[src/rtl/multicycle_ctrl_pkg.sv]
// Shared types and constants for the multi-cycle RV32I control FSM:
// state encoding, opcode values, ALU/mux select codes and the per-state output decode.
package mc_pkg;

    typedef enum logic [3:0] {
        S_FETCH    = 4'd0,
        S_DECODE   = 4'd1,
        S_MEMADR   = 4'd2,
        S_MEMREAD  = 4'd3,
        S_MEMWB    = 4'd4,
        S_MEMWRITE = 4'd5,
        S_EXECR    = 4'd6,
        S_EXECI    = 4'd7,
        S_ALUWB    = 4'd8,
        S_BEQ      = 4'd9,
        S_JAL      = 4'd10,
        S_TRAP     = 4'd11
    } state_t;

    localparam logic [6:0] OP_LOAD   = 7'b0000011;
    localparam logic [6:0] OP_STORE  = 7'b0100011;
    localparam logic [6:0] OP_RTYPE  = 7'b0110011;
    localparam logic [6:0] OP_ITYPE  = 7'b0010011;
    localparam logic [6:0] OP_BRANCH = 7'b1100011;
    localparam logic [6:0] OP_JAL    = 7'b1101111;

    localparam logic [1:0] ALUOP_ADD   = 2'b00;
    localparam logic [1:0] ALUOP_SUB   = 2'b01;
    localparam logic [1:0] ALUOP_RTYPE = 2'b10;
    localparam logic [1:0] ALUOP_ITYPE = 2'b11;

    localparam logic [1:0] SRCA_PC    = 2'b00;
    localparam logic [1:0] SRCA_OLDPC = 2'b01;
    localparam logic [1:0] SRCA_RS1   = 2'b10;

    localparam logic [1:0] SRCB_RS2  = 2'b00;
    localparam logic [1:0] SRCB_IMM  = 2'b01;
    localparam logic [1:0] SRCB_FOUR = 2'b10;

    localparam logic [1:0] RES_ALUOUT  = 2'b00;
    localparam logic [1:0] RES_MEMDATA = 2'b01;
    localparam logic [1:0] RES_ALU     = 2'b10;

    // fetch marks the state whose IR/PC strobes follow mem_ready combinationally.
    typedef struct packed {
        logic       mem_req;
        logic       adr_src;
        logic       mem_write;
        logic       fetch;
        logic       pc_write;
        logic       branch;
        logic       reg_write;
        logic [1:0] alu_src_a;
        logic [1:0] alu_src_b;
        logic [1:0] result_src;
        logic [1:0] alu_op;
        logic       illegal;
    } ctrl_t;

    function automatic ctrl_t decode_ctrl(input state_t s);
        ctrl_t c;
        c = '0;
        case (s)
            S_FETCH: begin
                c.mem_req    = 1'b1;
                c.fetch      = 1'b1;
                c.alu_src_a  = SRCA_PC;
                c.alu_src_b  = SRCB_FOUR;
                c.alu_op     = ALUOP_ADD;
                c.result_src = RES_ALU;
            end
            S_DECODE: begin
                c.alu_src_a = SRCA_OLDPC;
                c.alu_src_b = SRCB_IMM;
                c.alu_op    = ALUOP_ADD;
            end
            S_MEMADR: begin
                c.alu_src_a = SRCA_RS1;
                c.alu_src_b = SRCB_IMM;
                c.alu_op    = ALUOP_ADD;
            end
            S_MEMREAD: begin
                c.mem_req    = 1'b1;
                c.adr_src    = 1'b1;
                c.result_src = RES_ALUOUT;
            end
            S_MEMWB: begin
                c.result_src = RES_MEMDATA;
                c.reg_write  = 1'b1;
            end
            S_MEMWRITE: begin
                c.mem_req    = 1'b1;
                c.adr_src    = 1'b1;
                c.mem_write  = 1'b1;
                c.result_src = RES_ALUOUT;
            end
            S_EXECR: begin
                c.alu_src_a = SRCA_RS1;
                c.alu_src_b = SRCB_RS2;
                c.alu_op    = ALUOP_RTYPE;
            end
            S_EXECI: begin
                c.alu_src_a = SRCA_RS1;
                c.alu_src_b = SRCB_IMM;
                c.alu_op    = ALUOP_ITYPE;
            end
            S_ALUWB: begin
                c.result_src = RES_ALUOUT;
                c.reg_write  = 1'b1;
            end
            S_BEQ: begin
                c.alu_src_a  = SRCA_RS1;
                c.alu_src_b  = SRCB_RS2;
                c.alu_op     = ALUOP_SUB;
                c.result_src = RES_ALUOUT;
                c.branch     = 1'b1;
            end
            S_JAL: begin
                c.alu_src_a  = SRCA_OLDPC;
                c.alu_src_b  = SRCB_FOUR;
                c.alu_op     = ALUOP_ADD;
                c.result_src = RES_ALUOUT;
                c.pc_write   = 1'b1;
            end
            S_TRAP: begin
                c.illegal = 1'b1;
            end
            default: ;
        endcase
        return c;
    endfunction

endpackage

[src/rtl/multicycle_ctrl.sv]
// Main control FSM of the multi-cycle RV32I core (FETCH/DECODE/EXECUTE/MEM/WB).
// Define MULTICYCLE_CTRL_INSTRET_EN to build the retired-instruction counter.
module multicycle_ctrl
    import mc_pkg::*;
#(
    parameter bit RESET_TRAP = 1'b0
) (
    input  logic        clk,
    input  logic        rst_n,
    input  logic [6:0]  opcode,
    input  logic        mem_ready,
    output logic        mem_req,
    output logic        adr_src,
    output logic        mem_write,
    output logic        ir_write,
    output logic        pc_write,
    output logic        branch,
    output logic        reg_write,
    output logic [1:0]  alu_src_a,
    output logic [1:0]  alu_src_b,
    output logic [1:0]  result_src,
    output logic [1:0]  alu_op,
    output logic        illegal_instr,
    output logic [31:0] instret
);

    state_t state_q, state_d;
    ctrl_t  ctrl_q;

    always_comb begin
        state_d = state_q;
        case (state_q)
            S_FETCH:    if (mem_ready) state_d = S_DECODE;
            S_DECODE: begin
                case (opcode)
                    OP_LOAD, OP_STORE: state_d = S_MEMADR;
                    OP_RTYPE:          state_d = S_EXECR;
                    OP_ITYPE:          state_d = S_EXECI;
                    OP_BRANCH:         state_d = S_BEQ;
                    OP_JAL:            state_d = S_JAL;
                    default:           state_d = RESET_TRAP ? S_TRAP : S_FETCH;
                endcase
            end
            S_MEMADR:   state_d = opcode[5] ? S_MEMWRITE : S_MEMREAD;
            S_MEMREAD:  if (mem_ready) state_d = S_MEMWB;
            S_MEMWB:    state_d = S_FETCH;
            S_MEMWRITE: if (mem_ready) state_d = S_FETCH;
            S_EXECR:    state_d = S_ALUWB;
            S_EXECI:    state_d = S_ALUWB;
            S_ALUWB:    state_d = S_FETCH;
            S_BEQ:      state_d = S_FETCH;
            S_JAL:      state_d = S_ALUWB;
            S_TRAP:     state_d = S_TRAP;
            default:    state_d = S_FETCH;
        endcase
    end

    // Outputs are registered from the next state, so they line up with state_q.
    always_ff @(posedge clk or negedge rst_n) begin
        if (!rst_n) begin
            state_q <= S_FETCH;
            ctrl_q  <= decode_ctrl(S_FETCH);
        end else begin
            state_q <= state_d;
            ctrl_q  <= decode_ctrl(state_d);
        end
    end

    // Strobes are gated by rst_n so nothing fires while reset is held,
    // yet the FETCH request is already present in the first cycle after release.
    assign mem_req       = ctrl_q.mem_req & rst_n;
    assign adr_src       = ctrl_q.adr_src;
    assign mem_write     = ctrl_q.mem_write & rst_n;
    assign ir_write      = ctrl_q.fetch & mem_ready & rst_n;
    assign pc_write      = (ctrl_q.pc_write | (ctrl_q.fetch & mem_ready)) & rst_n;
    assign branch        = ctrl_q.branch & rst_n;
    assign reg_write     = ctrl_q.reg_write & rst_n;
    assign alu_src_a     = ctrl_q.alu_src_a;
    assign alu_src_b     = ctrl_q.alu_src_b;
    assign result_src    = ctrl_q.result_src;
    assign alu_op        = ctrl_q.alu_op;
    assign illegal_instr = ctrl_q.illegal & rst_n;

`ifdef MULTICYCLE_CTRL_INSTRET_EN
    logic [31:0] instret_q;
    logic        retire;

    // JAL retires through ALUWB; NOP-treated illegal opcodes leave from DECODE and never count.
    assign retire = (state_d == S_FETCH) &&
                    ((state_q == S_MEMWB) || (state_q == S_MEMWRITE) ||
                     (state_q == S_ALUWB) || (state_q == S_BEQ));

    always_ff @(posedge clk or negedge rst_n) begin
        if (!rst_n) begin
            instret_q <= '0;
        end else if (retire) begin
            instret_q <= instret_q + 32'd1;
        end
    end

    assign instret = instret_q;
`else
    assign instret = '0;
`endif

endmodule

[config.mk]
export PLATFORM = sky130hd
export DESIGN_NAME = multicycle_ctrl
export DESIGN_NICKNAME = d
export VERILOG_FILES = /design/src/rtl/multicycle_ctrl_pkg.sv /design/src/rtl/multicycle_ctrl.sv
export SDC_FILE = /design/constraint.sdc
export NUM_CORES = 1
export LEC_CHECK = 0
export BUFFER_PORTS_ARGS = -buffer_cell sky130_fd_sc_hd__buf_2
export CORE_MARGIN = 2
export CORE_UTILIZATION = 34
export CTS_BUF_LIST = sky130_fd_sc_hd__clkbuf_4
export DETAILED_ROUTE_END_ITERATION = 6
export PLACE_DENSITY = 0.68
export SLEW_MARGIN = 20
export SYNTH_ARGS = -nofsm -noshare
export SYNTH_HDL_FRONTEND = slang
export SYNTH_SLANG_ARGS = --single-unit
[constraint.sdc]
create_clock -name clk -period 5.5 [get_ports clk]
set_clock_uncertainty 0.05 [all_clocks]
set_input_delay 0.55 -clock clk [delete_from_list [all_inputs] [get_ports clk]]
set_output_delay 0.55 -clock clk [all_outputs]
set_load 0.02 [all_outputs]
* After elaboration in Yosys (flattened, before gate mapping)
Cells that the tools add are included.
** Storage, ports and cells
- Register bits :: 20
- Bits of input ports :: 10
- Output and inout bits :: 48
- Word-level logic and storage cells :: 73
** Cells by class
- Equal/unequal tests :: 25
- Mux-type cells :: 17
- Bitwise operators :: 9
- Reductions and logical operators :: 9
** Operators with widths (count)
- $pmux W4 S5 :: 2
- $eq A4 B3 Y1 const B :: 7
- $pmux W4 S7 :: 1
- $eq A4 B4 Y1 const B :: 6
- $eq A4 B2 Y1 const B :: 4
- $eq A7 B6 Y1 const B :: 2
- $eq A7 B7 Y1 const B :: 2
- $mux W4 :: 3
- $reduce_or A2 Y1 :: 5
- $and A1 B1 Y1 :: 8
- $eq A4 B1 Y1 const B :: 2
- $logic_not A4 Y1 :: 2
- $mux W1 :: 8
- $eq A7 B2 Y1 const B :: 1
- $eq A7 B5 Y1 const B :: 1
- $pmux W2 S3 :: 1
- $reduce_or A3 Y1 :: 2
- $pmux W2 S2 :: 1
- $mux W3 :: 1
- $or A1 B1 Y1 :: 1

* Logic depth before layout (Yosys ltp)
- Depth after elaboration :: 7
- Gate-level depth with buffers :: 6
- Depth with buffers taken out :: 6

* Least setup slack after synthesis
No wires, ideal clock.
- Kind :: input to register
- Start point :: in opcode[3]
- End point :: reg ctrl_q[15] in the netlist's numbering
- Data arrival time :: 1787 ps
- Data required time :: 5372 ps
- Slack :: 3585 ps
- Stages on the path :: 6
- Path buffers :: 0
- Cell sequence :: nand4bb_1 > o22a_1 > o22a_1 > inv_1 > nand2_1 > a31o_1
** Between the ends
- Longest elaborated chain between the ends :: 7
- Elaborated cells on any way between the ends :: 14
- Those cells by class :: 8 x eq/ne; 3 x mux; 3 x reduce/logical
** RTL lines
- start: declaration :: line multicycle_ctrl.sv:10 : input logic [6:0] opcode,
- $eq A7 B2 Y1 / $eq A7 B6 Y1 (equally long branches) :: line multicycle_ctrl.sv:35 : case (opcode)
- $reduce_or A2 Y1 :: line multicycle_ctrl.sv:35
- $pmux W4 S5 * :: line multicycle_ctrl.sv:35
- $pmux W4 S7 * :: line multicycle_ctrl.sv:32 : case (state_q)
- via state_d[1] :: line multicycle_ctrl.sv:27 : state_t state_q, state_d;
- $eq A4 B3 Y1 (tied with other cells) :: line multicycle_ctrl_pkg.sv:63 : case (s)
- $reduce_or A3 Y1 (no line) *
- $mux W1 * :: line multicycle_ctrl_pkg.sv:63
- end signal: assignment :: line multicycle_ctrl.sv:62 : ctrl_q <= decode_ctrl(S_FETCH);
- end signal: assignment :: line multicycle_ctrl.sv:65 : ctrl_q <= decode_ctrl(state_d);
- end: declaration :: line multicycle_ctrl.sv:28 : ctrl_t ctrl_q;
The timed path passes the listed nets; every way through them passes the cells marked *.

* Worst setup path in the final report
- Start point :: in rst_n
- End point :: out pc_write
** Between the ends
- Longest elaborated chain between the ends :: 1
** RTL lines
- start: declaration :: line multicycle_ctrl.sv:9 : input logic rst_n,
- $and A1 B1 Y1 :: line multicycle_ctrl.sv:75 : assign pc_write = (ctrl_q.pc_write | (ctrl_q.fetch & mem_ready)) & rst_n;
- end: declaration :: line multicycle_ctrl.sv:16 : output logic pc_write,
No other way between the ends.

==> results.toml <==
[power_and_ir_drop]
power_density_nw_per_um2 = 246
p_leak_uw = 0.000665
peakVddDrop_mv = 0.0647
clkPwrFrac_pct = 24.5
internal_power_uw = 211
combPwrFrac_pct = 22.7
p_switching_uw = 97.9
swShare_pct = 31.7
seqPwrFrac_pct = 52.8

[worst_setup_path]
max_stage_delay_ns = 0.40
path_class = "in2out"
critPathTopFamily = "buffers and inverters"
cp-start-kind = "primary input"
path_common_cell = "buf_2"
path_buf_inv = 2
worst_path_max_delay_cell = "buf_2"
crit_path_end_kind = "primary output"
critical_path_arrival_ns = 1.47
crit_chain = "buf_2, and3_1, a21o_1, buf_2"
crit_required_ns = 4.90
crit_fanout = 27

[cts]
path_clk_slew_ns = 0.12
cts_resized = 0
h-tree-depth = 1
clock_path_buffers = 2
clock_sinks = 20
postCtsSetupBuffers = 0
cts_tree = "yes"
clk_latency_ns = 0.30
cts_buffers = 3
hold_buffers = 0
cts_root_buf = "clkbuf_4"

[route]
drc = 0
drt_first_pass_iters = 4
drt-vias-per-instance = 4.34
drtAntennaViolNets = 0
drt-total-wl_um = 2080
avgRoutedWirePerCell_um = 11.3
vias = 803
first_iter_violations = 37

[global_route]
grt_pass1_wl_um = 3390
grt_use_total_pct = 10.6
antenna_found_initial = 0
grt_max_degree = 28
grt_pass1_vias = 792
grt_overflow_total = 0

[cells_and_area]
regArea_um2 = 505
drive_gt1_share_pct = 31.7
nets = 150
fin_util_pct = 37.0
syn_to_final_growth_pct = 2.35
multi_input_comb_area_um2 = 517
num_antenna_cells = 0
fill_cells = 339

[floorplanning]
die_h_um = 64.0
die_area_um2 = 4100
io-pin-count = 58
rows = 21
floorplan.initialDensity_pct = 36.1
core_area_um2 = 3390
die-width_um = 64.0

[placed_design]
port_buffers = 25
gp_congestion = 0.871
dp_worst_setup_slack_ns = 3.27
dpl.hpwl_um = 1610

[timing]
setup_tns_ns = 0
finalSetupViolations = 0
hold_violations = 0
finalCritPeriodShare_pct = 37.7
rsz0062_at_grt = "false"
worst_slack_ns = 3.43
period_needed_ns = 2.07
timing.fmax_mhz = 483
drv_slew = 0

[yosys]
avgSynthCellArea_um2 = 10.3
syn_area_um2 = 1220
syn_inst = 119
ys_types = 38
ys_ff_latch = 20
yosys_warnings = 0
yosysSeqAreaShare_pct = 41.3

[min_path]
hold_class = "in2async"

[run]
maxCapViolCount = 0

[run_status]
outcome = "finished, final reports clean"
==> cell usage in the layout, fill, tap and decap left out, types with 2 or more instances in the layout <==
cell,n
conb_1,32
or4bb_1,2
nand2_1,3
buf_2,25
clkbuf_4,4
nor3_1,3
dfstp_2,4
o22a_1,2
a31o_1,2
nor2_1,8
nand2b_1,2
dfrtp_1,16
and2_1,6
a21oi_1,2
a211oi_2,2
inv_1,3
==> registers in the layout, indices dropped and copies added, names as in the netlist <==
| signal | flops |
|---|---|
| ctrl_q | 7 |
| state_q | 4 |
| alu_op | 2 |
| alu_src_a | 2 |
| alu_src_b | 2 |
| result_src | 2 |
| adr_src | 1 |
==> worst paths after layout <==
path / slack [ns] / start / to / cells past startpoint
setup / recovery: 3.43 / rst_n / pc_write / 4
hold / removal: 0.14 / rst_n / state_q[1] / 1
setup reg to reg: 3.47 / state_q[3] / alu_src_b[1] / 6
hold reg to reg: 0.63 / state_q[3] / ctrl_q[13] / 1
max in group asynchronous: 4.88 / rst_n / ctrl_q[15] / 1
min in group clk: 0.42 / opcode[6] / alu_op[1] / 2
==> metrics by stage <==
step	cell area [µm²]	power [µW]	hold WS, ns	cells
floorplan	1340	240	0.204	150
global route	1250	325	0.174	185
CTS	1250	310	0.156	185
global placement	1220	234	0.476	181
finish	1250	309	0.143	185
detailed placement	1220	235	0.493	181
==> cell families after synthesis <==
kind of cell,share of synthesized area [%]
fa+ha+maj,0.919
compound gates,11.3
flops,41.3
buf+inv,26.0
xor+xnor,0.715
simple gates,19.4
other cells,0.306
==> cell type report <==
| cell class | count | share of cell area (%) |
|---|---|---|
| multi-input combinational | 85 | 41.2 |
| sequential | 20 | 40.3 |
| timing repair buffer | 25 | 9.98 |
| tap | 46 | 4.59 |
| clock buffer | 4 | 2.40 |
| inverter | 5 | 1.50 |
==> per-layer routing <==
metal  up-vias  GRT usage [%]  wire, µm  part of all wire, %
met5         -              0         0                    0
met4         0           6.25        17                 0.82
met3         2           2.64       158                  7.6
met2        42           19.8      1140                   55
met1       387           10.5       765                   37
li1        372              -         -                    -
==> power by group through the flow <==
stage	Sequential (µW)	Clock, µW	Combinational (µW)
after floorplan	165	0	74.8
after global placement	165	0	68.5
after detailed placement	166	0	69.8
after CTS	163	77.5	69.9
after global routing	164	84.8	76.0
final	163	75.7	70.1
==> Yosys cell counts, drive strengths merged <==
library cell | n | share of area (%)
and2 | 6 | 3.1
o21bai | 1 | 0.61
dfrtp | 16 | 33
dfstp | 4 | 8.6
nor4b | 1 | 1.9
nand2b | 2 | 1.0
or4b | 1 | 1.1
or3 | 1 | 0.92
or4 | 1 | 0.61
nand4bb | 1 | 0.92
or4bb | 2 | 1.8
a21o | 1 | 0.61
maj3 | 1 | 0.92
and3 | 1 | 0.51
nor2 | 9 | 3.0
buf | 40 | 25
nand3b | 1 | 0.61
a211oi | 4 | 4.3
nand2 | 3 | 0.92
inv | 4 | 1.2
a21oi | 3 | 1.5
a31o | 2 | 1.4
nor3 | 3 | 1.2
o31ai | 1 | 0.61
xor2 | 1 | 0.72
conb | 1 | 0.31
o22a | 2 | 1.4
or3b | 1 | 0.72
o21ai | 2 | 0.82
or2 | 1 | 0.51
nand4 | 1 | 0.51
clkinv | 1 | 0.31
Power figures use the tool's default switching activity.
